$ cat src/rtl/multicycle_ctrl.sv
// Multicycle MIPS-subset control FSM: sequences fetch/decode/execute and drives datapath strobes.
// Define MULTICYCLE_CTRL_INSTRET_EN to add the 32-bit retired-instruction counter output.
module multicycle_ctrl (
    input  logic       clk,
    input  logic       rst_n,
    input  logic [5:0] opcode,
    input  logic [5:0] funct,
    input  logic       zero,
    input  logic       mem_ready,
    output logic       mem_req,
    output logic       mem_we,
    output logic       iord,
    output logic       ir_write,
    output logic       pc_write,
    output logic       reg_write,
    output logic       reg_dst,
    output logic       mem_to_reg,
    output logic       alu_src_a,
    output logic [1:0] alu_src_b,
    output logic [1:0] pc_src,
    output logic [2:0] aluop,
    output logic       illegal
`ifdef MULTICYCLE_CTRL_INSTRET_EN
    ,
    output logic [31:0] instret
`endif
);

    localparam logic [5:0] OpRtype = 6'h00;
    localparam logic [5:0] OpJ     = 6'h02;
    localparam logic [5:0] OpBeq   = 6'h04;
    localparam logic [5:0] OpAddi  = 6'h08;
    localparam logic [5:0] OpLw    = 6'h23;
    localparam logic [5:0] OpSw    = 6'h2B;

    typedef enum logic [3:0] {
        StIdle, StFetch, StDecode, StMemAdr, StMemRd, StMemWb, StMemWr,
        StRex, StRwb, StIex, StIwb, StBeq, StJmp
    } state_t;

    // Write strobes that depend on mem_ready/zero are stored as enables and gated at the output.
    typedef struct packed {
        logic       mem_req;
        logic       mem_we;
        logic       iord;
        logic       ir_wr_rdy;
        logic       pc_wr_rdy;
        logic       pc_wr_zero;
        logic       pc_wr;
        logic       reg_write;
        logic       reg_dst;
        logic       mem_to_reg;
        logic       alu_src_a;
        logic [1:0] alu_src_b;
        logic [1:0] pc_src;
        logic [2:0] aluop;
    } ctrl_t;

    state_t     state_q, state_d;
    ctrl_t      ctrl_q, ctrl_d;
    logic       illegal_q, illegal_d;
    logic       armed_q;
    logic       rex_ok;
    logic [2:0] rex_op;
    logic       retire;

    function automatic logic [3:0] rex_decode(input logic [5:0] f);
        unique case (f)
            6'h20:   return {1'b1, 3'b000};
            6'h22:   return {1'b1, 3'b001};
            6'h24:   return {1'b1, 3'b010};
            6'h25:   return {1'b1, 3'b011};
            6'h2A:   return {1'b1, 3'b100};
            default: return {1'b0, 3'b000};
        endcase
    endfunction

    function automatic ctrl_t state_outs(input state_t s, input logic [2:0] op);
        ctrl_t c;
        c = '0;
        unique case (s)
            StFetch: begin
                c.mem_req   = 1'b1;
                c.ir_wr_rdy = 1'b1;
                c.pc_wr_rdy = 1'b1;
                c.alu_src_b = 2'b01;
            end
            StDecode: c.alu_src_b = 2'b11;
            StMemAdr, StIex: begin
                c.alu_src_a = 1'b1;
                c.alu_src_b = 2'b10;
            end
            StMemRd: begin
                c.mem_req = 1'b1;
                c.iord    = 1'b1;
            end
            StMemWr: begin
                c.mem_req = 1'b1;
                c.iord    = 1'b1;
                c.mem_we  = 1'b1;
            end
            StMemWb: begin
                c.reg_write  = 1'b1;
                c.mem_to_reg = 1'b1;
            end
            StRex: begin
                c.alu_src_a = 1'b1;
                c.aluop     = op;
            end
            StRwb: begin
                c.reg_write = 1'b1;
                c.reg_dst   = 1'b1;
            end
            StIwb: c.reg_write = 1'b1;
            StBeq: begin
                c.alu_src_a  = 1'b1;
                c.aluop      = 3'b101;
                c.pc_src     = 2'b01;
                c.pc_wr_zero = 1'b1;
            end
            StJmp: begin
                c.pc_src = 2'b10;
                c.pc_wr  = 1'b1;
            end
            default: c = '0;
        endcase
        return c;
    endfunction

    assign {rex_ok, rex_op} = rex_decode(funct);

    always_comb begin
        state_d   = state_q;
        illegal_d = 1'b0;
        retire    = 1'b0;
        unique case (state_q)
            // Hold IDLE for one full cycle after reset release.
            StIdle:   if (armed_q) state_d = StFetch;
            StFetch:  if (mem_ready) state_d = StDecode;
            StDecode: begin
                unique case (opcode)
                    OpLw, OpSw: state_d = StMemAdr;
                    OpRtype:    state_d = StRex;
                    OpAddi:     state_d = StIex;
                    OpBeq:      state_d = StBeq;
                    OpJ:        state_d = StJmp;
                    default: begin
                        state_d   = StFetch;
                        illegal_d = 1'b1;
                    end
                endcase
            end
            StMemAdr: state_d = (opcode == OpLw) ? StMemRd : StMemWr;
            StMemRd:  if (mem_ready) state_d = StMemWb;
            StMemWr: begin
                if (mem_ready) begin
                    state_d = StFetch;
                    retire  = 1'b1;
                end
            end
            StRex: begin
                if (rex_ok) begin
                    state_d = StRwb;
                end else begin
                    state_d   = StFetch;
                    illegal_d = 1'b1;
                end
            end
            StIex: state_d = StIwb;
            StMemWb, StRwb, StIwb, StBeq, StJmp: begin
                state_d = StFetch;
                retire  = 1'b1;
            end
            default: state_d = StIdle;
        endcase
        ctrl_d = state_outs(state_d, rex_op);
    end

    always_ff @(posedge clk or negedge rst_n) begin
        if (!rst_n) begin
            state_q   <= StIdle;
            ctrl_q    <= '0;
            illegal_q <= 1'b0;
            armed_q   <= 1'b0;
        end else begin
            state_q   <= state_d;
            ctrl_q    <= ctrl_d;
            illegal_q <= illegal_d;
            armed_q   <= 1'b1;
        end
    end

    assign mem_req    = ctrl_q.mem_req;
    assign mem_we     = ctrl_q.mem_we;
    assign iord       = ctrl_q.iord;
    assign ir_write   = ctrl_q.ir_wr_rdy & mem_ready;
    assign pc_write   = (ctrl_q.pc_wr_rdy & mem_ready) | (ctrl_q.pc_wr_zero & zero) | ctrl_q.pc_wr;
    assign reg_write  = ctrl_q.reg_write;
    assign reg_dst    = ctrl_q.reg_dst;
    assign mem_to_reg = ctrl_q.mem_to_reg;
    assign alu_src_a  = ctrl_q.alu_src_a;
    assign alu_src_b  = ctrl_q.alu_src_b;
    assign pc_src     = ctrl_q.pc_src;
    assign aluop      = ctrl_q.aluop;
    assign illegal    = illegal_q;

`ifdef MULTICYCLE_CTRL_INSTRET_EN
    logic [31:0] instret_q;

    always_ff @(posedge clk or negedge rst_n) begin
        if (!rst_n) begin
            instret_q <= '0;
        end else if (retire) begin
            instret_q <= instret_q + 32'd1;
        end
    end

    assign instret = instret_q;
`else
    logic unused_retire;
    assign unused_retire = retire;
`endif

endmodule

$ cat config.mk
export PLATFORM = sky130hd
export DESIGN_NAME = multicycle_ctrl
export DESIGN_NICKNAME = d
export VERILOG_FILES = /design/src/rtl/multicycle_ctrl.sv
export SDC_FILE = /design/constraint.sdc
export NUM_CORES = 1
export LEC_CHECK = 0
export CORE_MARGIN = 4
export CORE_UTILIZATION = 35
export CTS_CLUSTER_SIZE = 30
export DETAILED_ROUTE_END_ITERATION = 7
export GPL_ROUTABILITY_DRIVEN = 1
export PLACE_DENSITY_LB_ADDON = 0.3
export SKIP_CTS_REPAIR_TIMING = 1
export SLEW_MARGIN = 20
export SYNTH_ARGS = -nofsm -noshare
export SYNTH_HDL_FRONTEND = slang
export SYNTH_SLANG_ARGS = --single-unit
$ cat constraint.sdc
create_clock -name clk -period 2.1 [get_ports clk]
set_input_delay 0.42 -clock clk [delete_from_list [all_inputs] [get_ports clk]]
set_output_delay 0.42 -clock clk [all_outputs]
set_load 0.005 [all_outputs]
Word-level counts from Yosys, hierarchy flattened:

Cells that the tools add are included.
Widths: inputs -> output; s select.

* register bits after elaboration: 24
* input port bits: 16
* output and inout port bits: 17
* word-level logic and storage cells: 91

* eq/ne operators: 34
* multiplexer cells: 25
* bitwise operators: 5
* reduce and logical (&&, ||, !) cells: 10

Operator list (count)
* $eq 6x6->1 const B: 7
* $eq 4x4->1 const B: 10
* $pmux 4 s5: 2
* $pmux 4 s9: 1
* $eq 4x3->1 const B: 8
* $mux 4: 5
* $eq 4x2->1 const B: 4
* $mux 1: 11
* $eq 4x1->1 const B: 2
* $eq 6x2->1 const B: 1
* $eq 6x3->1 const B: 1
* $eq 6x4->1 const B: 1
* $logic_not 6->1: 1
* $pmux 2 s3: 1
* $pmux 3 s2: 1
* $reduce_or 2->1: 3
* $reduce_or 3->1: 2
* $reduce_or 6->1: 1
* $reduce_or 5->1: 1
* $logic_not 4->1: 1
* $mux 2: 2
* $pmux 2 s2: 1
* $reduce_or 4->1: 1
* $and 1x1->1: 3
* 2 further kinds: 3

Logic depth before layout (Yosys ltp):

* depth in word-level cells: 7
* gate-level depth with buffers: 7
* gate-level depth less buffers: 6

Least setup slack after synthesis:

Ideal clock, no wire load.

* path type: input -> register
* from: input port opcode[1]
* to: register ctrl_q, in the netlist mem_req
* library setup time: 0.131 ns
* arrival time: 1.640 ns
* required time: 1.969 ns
* setup slack: 0.329 ns
* stages: 5
* path buffers: 0
* cell sequence: or4_4 a2111oi_4 nor4_1 o211ai_2 o22ai_1

RTL lines
* start, declared: line 6 `input logic [5:0] opcode,`
* end signal, assigned: line 187 `ctrl_q <= ctrl_d;`
* end, declared: line 60 `ctrl_t ctrl_q, ctrl_d;`

==> impl_results.md <==
- Final nets: 187
- Clock Skew: 5.00 ps
- Comb pwr share: 47.8%
- Post-DP Area: 0.00172 sq mm
- CP Class: in -> reg
- Synthesized area per cell: 10.2 sq um
- Min cycle time layout: 2000 ps
- Final hold vios: 0
- Seq pwr share: 33.6%
- Yosys top cell area share: 44.4%
- Final setup viols: 0
- Hold Path Class: in -> async
- Post-synth cell types: 47
- Std cell rows: 21
- Max FO, Critical Path: 3
- Drt pass-1 iters: 4
- Initial antenna violation count: 0
- Worst IR Drop VDD: 289 uV
- RSZ-0062 raised after global routing: no
- Most flops, register: state_q
- Chip Height: 67.6 um
- Root Driver: clkbuf_4
- PwrDens: 965 mW/mm^2
- Tot GR Track Use: 14.2%
- Synth area leader: dfrtp_1
- First-pass GRT wire length: 4930 um
- Max reg flops: 4
- Crit-path max cell delay: 570 ps
- Gate Count Post-Synth: 122
- DP HPWL: 2360 um
- CP top delay family: simple AND/OR/NAND/NOR gates
- Net Sw Power: 0.585 mW
- Overall Power: 1.72 mW
- Global route overflow: 0
- Switch share: 34.0%
- Initial DRC Count: 26
- R2R Setup Slk: 160 ps
- DRC Markers: 0
- CTS tree: built
- Port buffer count: 32
- Share of layout cells above drive strength 1: 24.1%
- Cell area after synthesis: 0.00124 sq mm
- Ys async rst share: 100%
- Clock latency on the worst-skew pair: 300 ps
- Lkg Pwr: 0.799 nW
- Fillers: 304
- Yosys reg bits: 22
- CTS clk-pin slew, worst paths: 120 ps
- Crit-path cells: clkdlybuf4s50_1, or4_4, a2111oi_4, nor4_2, o211ai_2, o22ai_1
- Dominant synthesized flop cell: dfrtp_1
- Pins Over Slew Limit: 0
- Largest net degree at the start of global routing: 23
- Via count: 1126
- CTS max path bufs: 2
- Synth top area cells: dfrtp_1 44%, buf_4 4.8%, nor2b_1 3.5%
- Initial cell density of the core: 36.6%
- Chip width: 67.6 um
- Period utilization: 95.2%
- Boundary pin count: 33
- Routed WL: 3010 um
- Status: finished, final reports clean
- WL per Instance: 13.9 um
- Diode count: 0
- Clk network pwr share: 18.6%
- Core ar.: 0.00339 sq mm
- Max cap viols: 0
- Sequential share of the synthesized area: 44.4%
- Die area: 0.00456 sq mm
- CTS sink count: 22
- Int Power: 1.14 mW
- Inserted Clock Buffers: 3
- Fin area: 0.00178 sq mm
- Vias per cell: 5.21
- Synth Warn #: 0
- WP data required: 2290 ps
- Critical path startpoint category: primary input
- Hold WS: 442 ps
- Critical Path AT: 2190 ps
- Routability cong.: 0.884
- Achievable frequency: 0.500 GHz
- CP max stage cell: or4_4
- Syn nets: 138
- Detail Route Antenna Nets: 0
- H-tree Lvls: 1
- Crit. End Element: flip-flop
- Vias in the first global route: 1140
- EDFF count, synth: 0
- Synth-to-layout area growth: 43.7%
- Worst path buffer plus inverter count: 1
layout by cell type, fill, tap and decap left out, drive strengths merged, types with 3 or more instances in the layout:
cell type / netlist / layout
o21ai: 7 / 7
nand3: 4 / 4
nand2b: 5 / 5
and2: 3 / 3
buf: 9 / 24
nor2b: 7 / 7
nor3: 4 / 4
clkdlybuf4s50: 0 / 31
nor3b: 4 / 4
dfrtp: 22 / 22
a21oi: 8 / 8
clkbuf: 3 / 3
nor2: 7 / 7
or2: 4 / 4
stage by stage:
step / std cells / setup slack (ps) / utilization, % / setup TNS (ps)
floorplan: 122 / 329 / - / 0
global placement: 212 / -188 / 50.8 / -1110
detailed placement: 212 / -235 / 50.8 / -1660
CTS: 216 / -19.3 / 52.4 / -19.3
global route: 216 / 8.38 / 52.6 / 0
finish: 216 / 102 / 52.6 / 0
kinds of logic (layout without fill, tap and decap cells):
logic type | Yosys count | after routing | synth area share [%]
XOR/XNOR | 1 | 1 | 0.706
AO/OA/AOI/OAI | 30 | 30 | 19.6
multiplexers | 1 | 1 | 0.806
buffers and inverters | 14 | 62 | 6.75
AND/OR/NAND/NOR | 53 | 53 | 27.5
flip-flops | 22 | 22 | 44.4
other | 1 | 1 | 0.302
final timing paths:
path / start / cells past startpoint / endpoint
max: opcode[1] / 6 / mem_req$_DFF_PN0_
min: rst_n / 2 / state_q[1]$_DFF_PN0_
max reg2reg: state_q[1]$_DFF_PN0_ / 5 / aluop[2]$_DFF_PN0_
min reg2reg: state_q[3]$_DFF_PN0_ / 2 / mem_we$_DFF_PN0_
max in group asynchronous: rst_n / 2 / state_q[3]$_DFF_PN0_
min in group clk: state_q[3]$_DFF_PN0_ / 2 / mem_we$_DFF_PN0_
worst register-to-register path: stages (launching register included):
cell and delay (ps):
dfrtp_1 560, nand2b_2 170, or3_4 400, o31a_4 330, or2_4 290, a21oi_2 140
power by group through the flow:
stage,Combinational (mW),Sequential (mW),Clock (mW)
floorplan,0.496,0.563,0
CTS,0.822,0.581,0.327
global route,0.898,0.593,0.347
finish,0.823,0.579,0.320
detailed placement,0.820,0.588,0
global placement,0.794,0.583,0
area by class of cell:
cell class	instances	area, sq um	share of cell area (%)
clock inverter	1	30.0	1.68
sequential	22	551	30.9
inverter	2	7.51	0.421
multi-input combinational	86	613	34.4
clock buffer	3	22.5	1.26
timing repair buffer	56	503	28.2
tap	46	57.6	3.23
layer usage:
| layer | up-vias | track usage [%] | part of all wire, % |
|---|---|---|---|
| met3 | 2 | 1.16 | 3.7 |
| met4 | 0 | 5.82 | 1.1 |
| met1 | 558 | 17.0 | 42 |
| met5 | - | 0 | 0 |
| met2 | 30 | 25.8 | 53 |
| li1 | 536 | - | - |
synthesized netlist by cell type, types with 2 or more instances:
library cell / count
dfrtp_1: 22
buf_4: 8
nor2_1: 7
nor2b_1: 7
a21oi_1: 6
o21ai_0: 6
nand2b_1: 4
nand3_1: 4
nor3_1: 4
nor3b_1: 4
and2_1: 3
clkbuf_1: 3
a211o_1: 2
a21o_1: 2
a21oi_2: 2
a311o_1: 2
inv_1: 2
nand2_1: 2
nand4_1: 2
nor4bb_1: 2
or2_4: 2
(Power assumes the default switching activity.)
